## src/rtl/vga_timing_pkg.sv

```systemverilog
// Shared VGA raster constants, timing bundle type and sizing helpers
// for the timing generator and its delay line.
package vga_timing_pkg;

    localparam int unsigned VGA640_H_ACTIVE = 640;
    localparam int unsigned VGA640_H_FP     = 16;
    localparam int unsigned VGA640_H_SYNC   = 96;
    localparam int unsigned VGA640_H_BP     = 48;
    localparam int unsigned VGA640_V_ACTIVE = 480;
    localparam int unsigned VGA640_V_FP     = 10;
    localparam int unsigned VGA640_V_SYNC   = 2;
    localparam int unsigned VGA640_V_BP     = 33;

    typedef struct packed {
        logic hsync;
        logic vsync;
        logic de;
        logic lineStart;
        logic frameStart;
    } timing_t;

    function automatic int unsigned hTotal(input int unsigned active, frontPorch, syncWidth, backPorch);
        return active + frontPorch + syncWidth + backPorch;
    endfunction

    function automatic int unsigned vTotal(input int unsigned active, frontPorch, syncWidth, backPorch);
        return active + frontPorch + syncWidth + backPorch;
    endfunction

    function automatic int unsigned cntWidth(input int unsigned total);
        return (total <= 2) ? 1 : $clog2(total);
    endfunction

endpackage

```

## src/rtl/vga_delay_line.sv

```systemverilog
// Enable-gated shift pipeline of DEPTH stages; DEPTH=0 is a plain wire.
// Reset loads every stage with RST_VAL.
module vga_delay_line #(
    parameter int unsigned        WIDTH   = 1,
    parameter int unsigned        DEPTH   = 1,
    parameter logic [WIDTH-1:0]   RST_VAL = '0
) (
    input  logic             clk,
    input  logic             rst,
    input  logic             en,
    input  logic [WIDTH-1:0] din,
    output logic [WIDTH-1:0] dout
);

    if (DEPTH == 0) begin : gPass
        logic unusedSink;
        assign unusedSink = ^{clk, rst, en, RST_VAL};
        assign dout = din;
    end else if (DEPTH == 1) begin : gOne
        logic [WIDTH-1:0] stage;
        always_ff @(posedge clk or posedge rst) begin
            if (rst)     stage <= RST_VAL;
            else if (en) stage <= din;
        end
        assign dout = stage;
    end else begin : gMany
        // Stage 0 sits in the low slice; the oldest entry is the top slice.
        logic [DEPTH*WIDTH-1:0] stages;
        always_ff @(posedge clk or posedge rst) begin
            if (rst)     stages <= {DEPTH{RST_VAL}};
            else if (en) stages <= {stages[(DEPTH-1)*WIDTH-1:0], din};
        end
        assign dout = stages[DEPTH*WIDTH-1 -: WIDTH];
    end

endmodule

```

## src/rtl/vga_timing_gen.sv

```systemverilog
// Parametrised VGA raster generator: request counters issue coordinates
// LOOKAHEAD pixel ticks ahead of the delayed sync/de/strobe outputs.
module vga_timing_gen
    import vga_timing_pkg::*;
#(
    parameter int unsigned H_ACTIVE  = VGA640_H_ACTIVE,
    parameter int unsigned H_FP      = VGA640_H_FP,
    parameter int unsigned H_SYNC    = VGA640_H_SYNC,
    parameter int unsigned H_BP      = VGA640_H_BP,
    parameter int unsigned V_ACTIVE  = VGA640_V_ACTIVE,
    parameter int unsigned V_FP      = VGA640_V_FP,
    parameter int unsigned V_SYNC    = VGA640_V_SYNC,
    parameter int unsigned V_BP      = VGA640_V_BP,
    parameter logic        HS_POL    = 1'b0,
    parameter logic        VS_POL    = 1'b0,
    parameter int unsigned PIX_W     = 12,
    parameter int unsigned LOOKAHEAD = 2
) (
    input  logic             clk,
    input  logic             rst,
    input  logic             pix_en,
    input  logic [PIX_W-1:0] pixel_in,
    output logic [PIX_W-1:0] pixel_out,
    output logic             hsync,
    output logic             vsync,
    output logic             de,
    output logic [cntWidth(hTotal(H_ACTIVE, H_FP, H_SYNC, H_BP))-1:0] pos_x,
    output logic [cntWidth(vTotal(V_ACTIVE, V_FP, V_SYNC, V_BP))-1:0] pos_y,
    output logic             pos_valid,
    output logic             line_start,
    output logic             frame_start
);

    localparam int unsigned H_TOTAL = hTotal(H_ACTIVE, H_FP, H_SYNC, H_BP);
    localparam int unsigned V_TOTAL = vTotal(V_ACTIVE, V_FP, V_SYNC, V_BP);
    localparam int unsigned HW      = cntWidth(H_TOTAL);
    localparam int unsigned VW      = cntWidth(V_TOTAL);

    localparam logic [HW-1:0] H_LAST       = HW'(H_TOTAL - 1);
    localparam logic [VW-1:0] V_LAST       = VW'(V_TOTAL - 1);
    localparam logic [HW-1:0] H_ACT        = HW'(H_ACTIVE);
    localparam logic [VW-1:0] V_ACT        = VW'(V_ACTIVE);
    localparam logic [HW-1:0] H_SYNC_START = HW'(H_ACTIVE + H_FP);
    localparam logic [HW-1:0] H_SYNC_END   = HW'(H_ACTIVE + H_FP + H_SYNC);
    localparam logic [VW-1:0] V_SYNC_START = VW'(V_ACTIVE + V_FP);
    localparam logic [VW-1:0] V_SYNC_END   = VW'(V_ACTIVE + V_FP + V_SYNC);

    localparam timing_t IDLE_T = '{hsync: ~HS_POL, vsync: ~VS_POL, de: 1'b0,
                                   lineStart: 1'b0, frameStart: 1'b0};

    if (H_FP == 0 || H_SYNC == 0 || H_BP == 0 ||
        V_FP == 0 || V_SYNC == 0 || V_BP == 0 || LOOKAHEAD > 8) begin : gBadParams
        $error("vga_timing_gen: porch/sync widths must be nonzero and LOOKAHEAD <= 8");
    end

    logic [HW-1:0] hCnt;
    logic [VW-1:0] vCnt;
    timing_t       rawT;
    timing_t       dlyT;

    always_ff @(posedge clk or posedge rst) begin
        if (rst) begin
            hCnt <= '0;
            vCnt <= '0;
        end else if (pix_en) begin
            if (hCnt == H_LAST) begin
                hCnt <= '0;
                vCnt <= (vCnt == V_LAST) ? '0 : vCnt + 1'b1;
            end else begin
                hCnt <= hCnt + 1'b1;
            end
        end
    end

    always_comb begin
        rawT            = IDLE_T;
        rawT.hsync      = (hCnt >= H_SYNC_START && hCnt < H_SYNC_END) ? HS_POL : ~HS_POL;
        rawT.vsync      = (vCnt >= V_SYNC_START && vCnt < V_SYNC_END) ? VS_POL : ~VS_POL;
        rawT.de         = (hCnt < H_ACT) && (vCnt < V_ACT);
        rawT.lineStart  = (hCnt == '0) && (vCnt < V_ACT);
        rawT.frameStart = (hCnt == '0) && (vCnt == '0);
    end

    vga_delay_line #(
        .WIDTH   ($bits(timing_t)),
        .DEPTH   (LOOKAHEAD),
        .RST_VAL (IDLE_T)
    ) uDelay (
        .clk  (clk),
        .rst  (rst),
        .en   (pix_en),
        .din  (rawT),
        .dout (dlyT)
    );

    assign pos_x     = hCnt;
    assign pos_y     = vCnt;
    assign pos_valid = (hCnt < H_ACT) && (vCnt < V_ACT);

    assign hsync     = dlyT.hsync;
    assign vsync     = dlyT.vsync;
    assign de        = dlyT.de;
    assign pixel_out = dlyT.de ? pixel_in : '0;

    // The output stage holds across stalled ticks; gating with pix_en
    // keeps each strobe to the single clk on which that stage advances.
    assign line_start  = dlyT.lineStart  & pix_en;
    assign frame_start = dlyT.frameStart & pix_en;

endmodule

```

## config.mk

```make
export PLATFORM = sky130hd
export DESIGN_NAME = vga_timing_gen
export DESIGN_NICKNAME = d
export VERILOG_FILES = /design/src/rtl/vga_timing_pkg.sv /design/src/rtl/vga_delay_line.sv /design/src/rtl/vga_timing_gen.sv
export SDC_FILE = /design/constraint.sdc
export NUM_CORES = 1
export LEC_CHECK = 0
export ABC_AREA = 0
export CAP_MARGIN = 40
export CORE_MARGIN = 10
export CORE_UTILIZATION = 49
export CTS_CLUSTER_SIZE = 16
export DETAILED_ROUTE_END_ITERATION = 6
export HOLD_SLACK_MARGIN = 0.1
export PLACE_DENSITY = 0.84
export SLEW_MARGIN = 20
export SYNTH_ARGS = -nofsm -noshare
export SYNTH_HDL_FRONTEND = slang
export SYNTH_SLANG_ARGS = --single-unit
export TNS_END_PERCENT = 30
```

## constraint.sdc

```tcl
create_clock -name clk -period 4 [get_ports clk]
set_clock_uncertainty 0.2 [all_clocks]
set_input_delay 1.2 -clock clk [delete_from_list [all_inputs] [get_ports clk]]
set_output_delay 1.2 -clock clk [all_outputs]
set_load 0.03 [all_outputs]
```

==> reports/metrics.csv <==
metric,value,unit
crit-path most repeated cell,clkdlybuf4s50_1,
sequential cell area fraction in the yosys report,0.459,
Post-synth EDFFs,0,
mapped cell area,0.00165,mm^2
fmax,259,MHz
Logic pwr share,0.286,
Mapped Nets,186,
dpl ws,0.123,ns
RSZ-0062 raised after global routing,no,
Slew Limit Fails,0,
largest family of logic cells by synthesized area,simple AND/OR/NAND/NOR gates,
complex-gate fraction of the synthesized area,0.0889,
"CTS clk-pin slew, worst paths",0.08,ns
Overflow after GRT,0,
vias,1452,
Post-Synth XOR/XNOR Area,0.0426,
Seq pwr share,0.475,
DRT Pass-1 Iters,4,
TritonCTS clock tree,done,
Slew HR,0.678,
number of post-CTS setup repair buffers,0,
DP Wirelength,3.37,mm
#FFs+latches synth,30,
area grow syn2layout,36.1,%
worst-path maximum fanout,1,
R2R Path Start,pos_x[1],
WP data arrival,2.46,ns
CTS buffer count,5,
period utilisation layout,0.966,
clock sink count,30,
Syn Inst Count,166,
Die Ht,78.0,um
number of cell rows,20,
first-pass GRT wire length,7.17,mm
CP bufs+invs,2,
H-tree depth,2,
syn_area_per_cell,9.92,um^2
outcome,"finished, final reports clean",
worst setup path category,in2out,
Async SR Flop Fraction,1.00,
post-cts resize count,0,
nets,239,
Initial Utilization,0.526,
Iter 0 DRT Violations,43,
Tmin final,3.86,ns
Top delay family on crit path,buffers and inverters,
Yosys cell types,42,
Routed Antenna Nets,0,
Clock Latency Late Sink,0.34,ns
final hold violation count,0,
CTS Hold Buffers Added,0,
Crit. Startpoint,pixel_in[10],
Die W,78.0,um
Most used DFF post-synth,dfrtp_1,
Worst Slack Setup Final,0.137,ns
DRC violations left,0,
data required time of the critical path,2.60,ns
Max-cap violations,0,
Placer Congestion,0.815,
Final setup viols,0,
Max stage delay on crit path,0.70,ns
vias in the first global route,1435,
Hold Startpoint,uDelay.gMany.stages[3],
Pleak,0.000931,uW
Via density,5.50,
core box area,0.00313,mm^2
actual slew at the worst max-slew pin,0.478,ns
port buffer count,52,
Routed WL,4.28,mm
setup TNS,0,ns
Synthesis Warnings,0,
"Slowest-stage cell, CP",clkdlybuf4s50_1,
cell internal pwr,519,uW
number of antenna violations at the first check in global routing,0,
gr usage total,0.143,
CP Cell Sequence,"clkdlybuf4s50_1, and2_1, clkdlybuf4s50_1",
Worst setup EP type,primary output,
largest net degree at the start of global routing,31,
Clk Tree Root Cell,clkbuf_4,
switching share of power,0.353,
Die Area,0.00608,mm^2
clk buf depth,2,
NetSw,283,uW
Post-Synth Adder-Cell Area,0.0380,
boundary pin count,53,
PwrDens,358,mW/mm^2
VDD IR max,0.332,mV
wire per inst,16.2,um
antenna cells,0,
HP Class,reg2reg,
simple-gate share of the synthesized area,0.255,
CP Launch Type,input pin,
mux share of post-synthesis cell area,0.0532,
fin util,0.716,
clock network fraction of total power,0.240,
fraction of layout instances using a drive strength above 1,0.132,
[cells by family (layout without fill, tap and decap cells)]
family | count (synthesis) | after routing
AO/OA/AOI/OAI | 25 | 25
XOR/XNOR | 8 | 8
adder cells (fa/ha/maj) | 5 | 5
buffers and inverters | 20 | 74
flip-flops | 30 | 30
multiplexers | 8 | 8
AND/OR/NAND/NOR | 70 | 70
[layer usage]
metal,global-route usage,vias up,wire length (um)
li1,-,684,-
met1,0.181,695,1950
met2,0.219,68,1870
met3,0.0645,5,422
met4,0.0323,0,37
met5,0,-,0
[through the flow]
stage,cells,power [uW],hold WS (ns),area (um^2)
after global routing,264,844,0.321,2240
after global placement,256,608,0.281,2180
final,264,802,0.293,2240
after detailed placement,256,618,0.280,2180
after floorplan,166,522,0.265,1650
after CTS,264,808,0.295,2240
[Yosys cell counts, types with 2 or more instances]
library cell,count,area share
a21oi_1,4,0.012
a31oi_1,2,0.0076
and2_1,14,0.053
and3_1,2,0.0076
and4_1,2,0.011
buf_4,2,0.0091
clkbuf_1,3,0.0068
clkbuf_2,2,0.0061
dfrtp_1,26,0.40
dfstp_2,4,0.064
ha_1,5,0.038
inv_1,11,0.025
mux2_2,6,0.041
mux2i_1,2,0.012
nand2_1,10,0.023
nand3_1,10,0.030
nand4_1,4,0.015
nor2_1,9,0.021
nor3_1,3,0.0091
nor4_1,4,0.015
o21ai_0,9,0.027
o21ai_1,2,0.0061
o22ai_1,2,0.0076
o31ai_1,4,0.018
xnor2_1,5,0.027
xor2_1,3,0.016
[registers in the layout, indices dropped and copies added, names as in the netlist]
name,flops
uDelay.gMany.stages,10
pos_x,10
pos_y,10
[power by group through the flow]
stage | sequential, uW | clock [uW] | combinational (uW)
3_3_place_gp | 383 | 0 | 225
6_report | 381 | 192 | 229
5_1_grt | 389 | 209 | 246
2_1_floorplan | 417 | 0 | 105
3_5_place_dp | 385 | 0 | 232
4_1_cts | 380 | 196 | 232
[final timing paths]
path,to,slack [ns],cells past startpoint
hold reg to reg,uDelay.gMany.stages[3],0.29,2
setup reg to reg,pos_y[5],1.87,5
hold / removal,uDelay.gMany.stages[3],0.29,2
setup / recovery,pixel_out[10],0.14,3
min in group asynchronous,uDelay.gMany.stages[7],1.03,3
max in group asynchronous,uDelay.gMany.stages[8],2.24,3
[cell usage in the layout (no fill, tap or decap), types with 2 or more instances in the layout]
master	Yosys	routed
clkdlybuf4s50_1	0	50
dfrtp_1	26	26
and2_1	14	14
inv_1	11	11
nand3_1	10	10
nand2_1	10	10
o21ai_0	9	9
nor2_1	9	9
mux2_2	6	6
xnor2_1	5	5
ha_1	5	5
clkbuf_4	0	5
buf_4	2	5
nor4_1	4	4
a21oi_1	4	4
o31ai_1	4	4
nand4_1	4	4
dfstp_2	4	4
nor3_1	3	3
xor2_1	3	3
and3_1	2	2
and4_1	2	2
a31oi_1	2	2
o21ai_1	2	2
mux2i_1	2	2
o22ai_1	2	2
[final cells by class]
| cell class | count | area (um^2) |
|---|---|---|
| Multi-Input combinational cell | 116 | 787 |
| Timing Repair Buffer | 55 | 538 |
| Inverter | 11 | 41.3 |
| Sequential cell | 30 | 756 |
| Fill cell | 255 | 887 |
| Clock buffer | 6 | 51.3 |
| Tap cell | 44 | 55.1 |
| Clock inverter | 2 | 12.5 |
[worst min-delay path, delay by kind of cell, from the launching register on]
family / cells / cell delay [ns]
AO/OA/AOI/OAI: 1 / 0.04
AND/OR/NAND/NOR: 1 / 0.08
flip-flops: 1 / 0.37
Note: power is estimated with default switching activity, not from simulation.
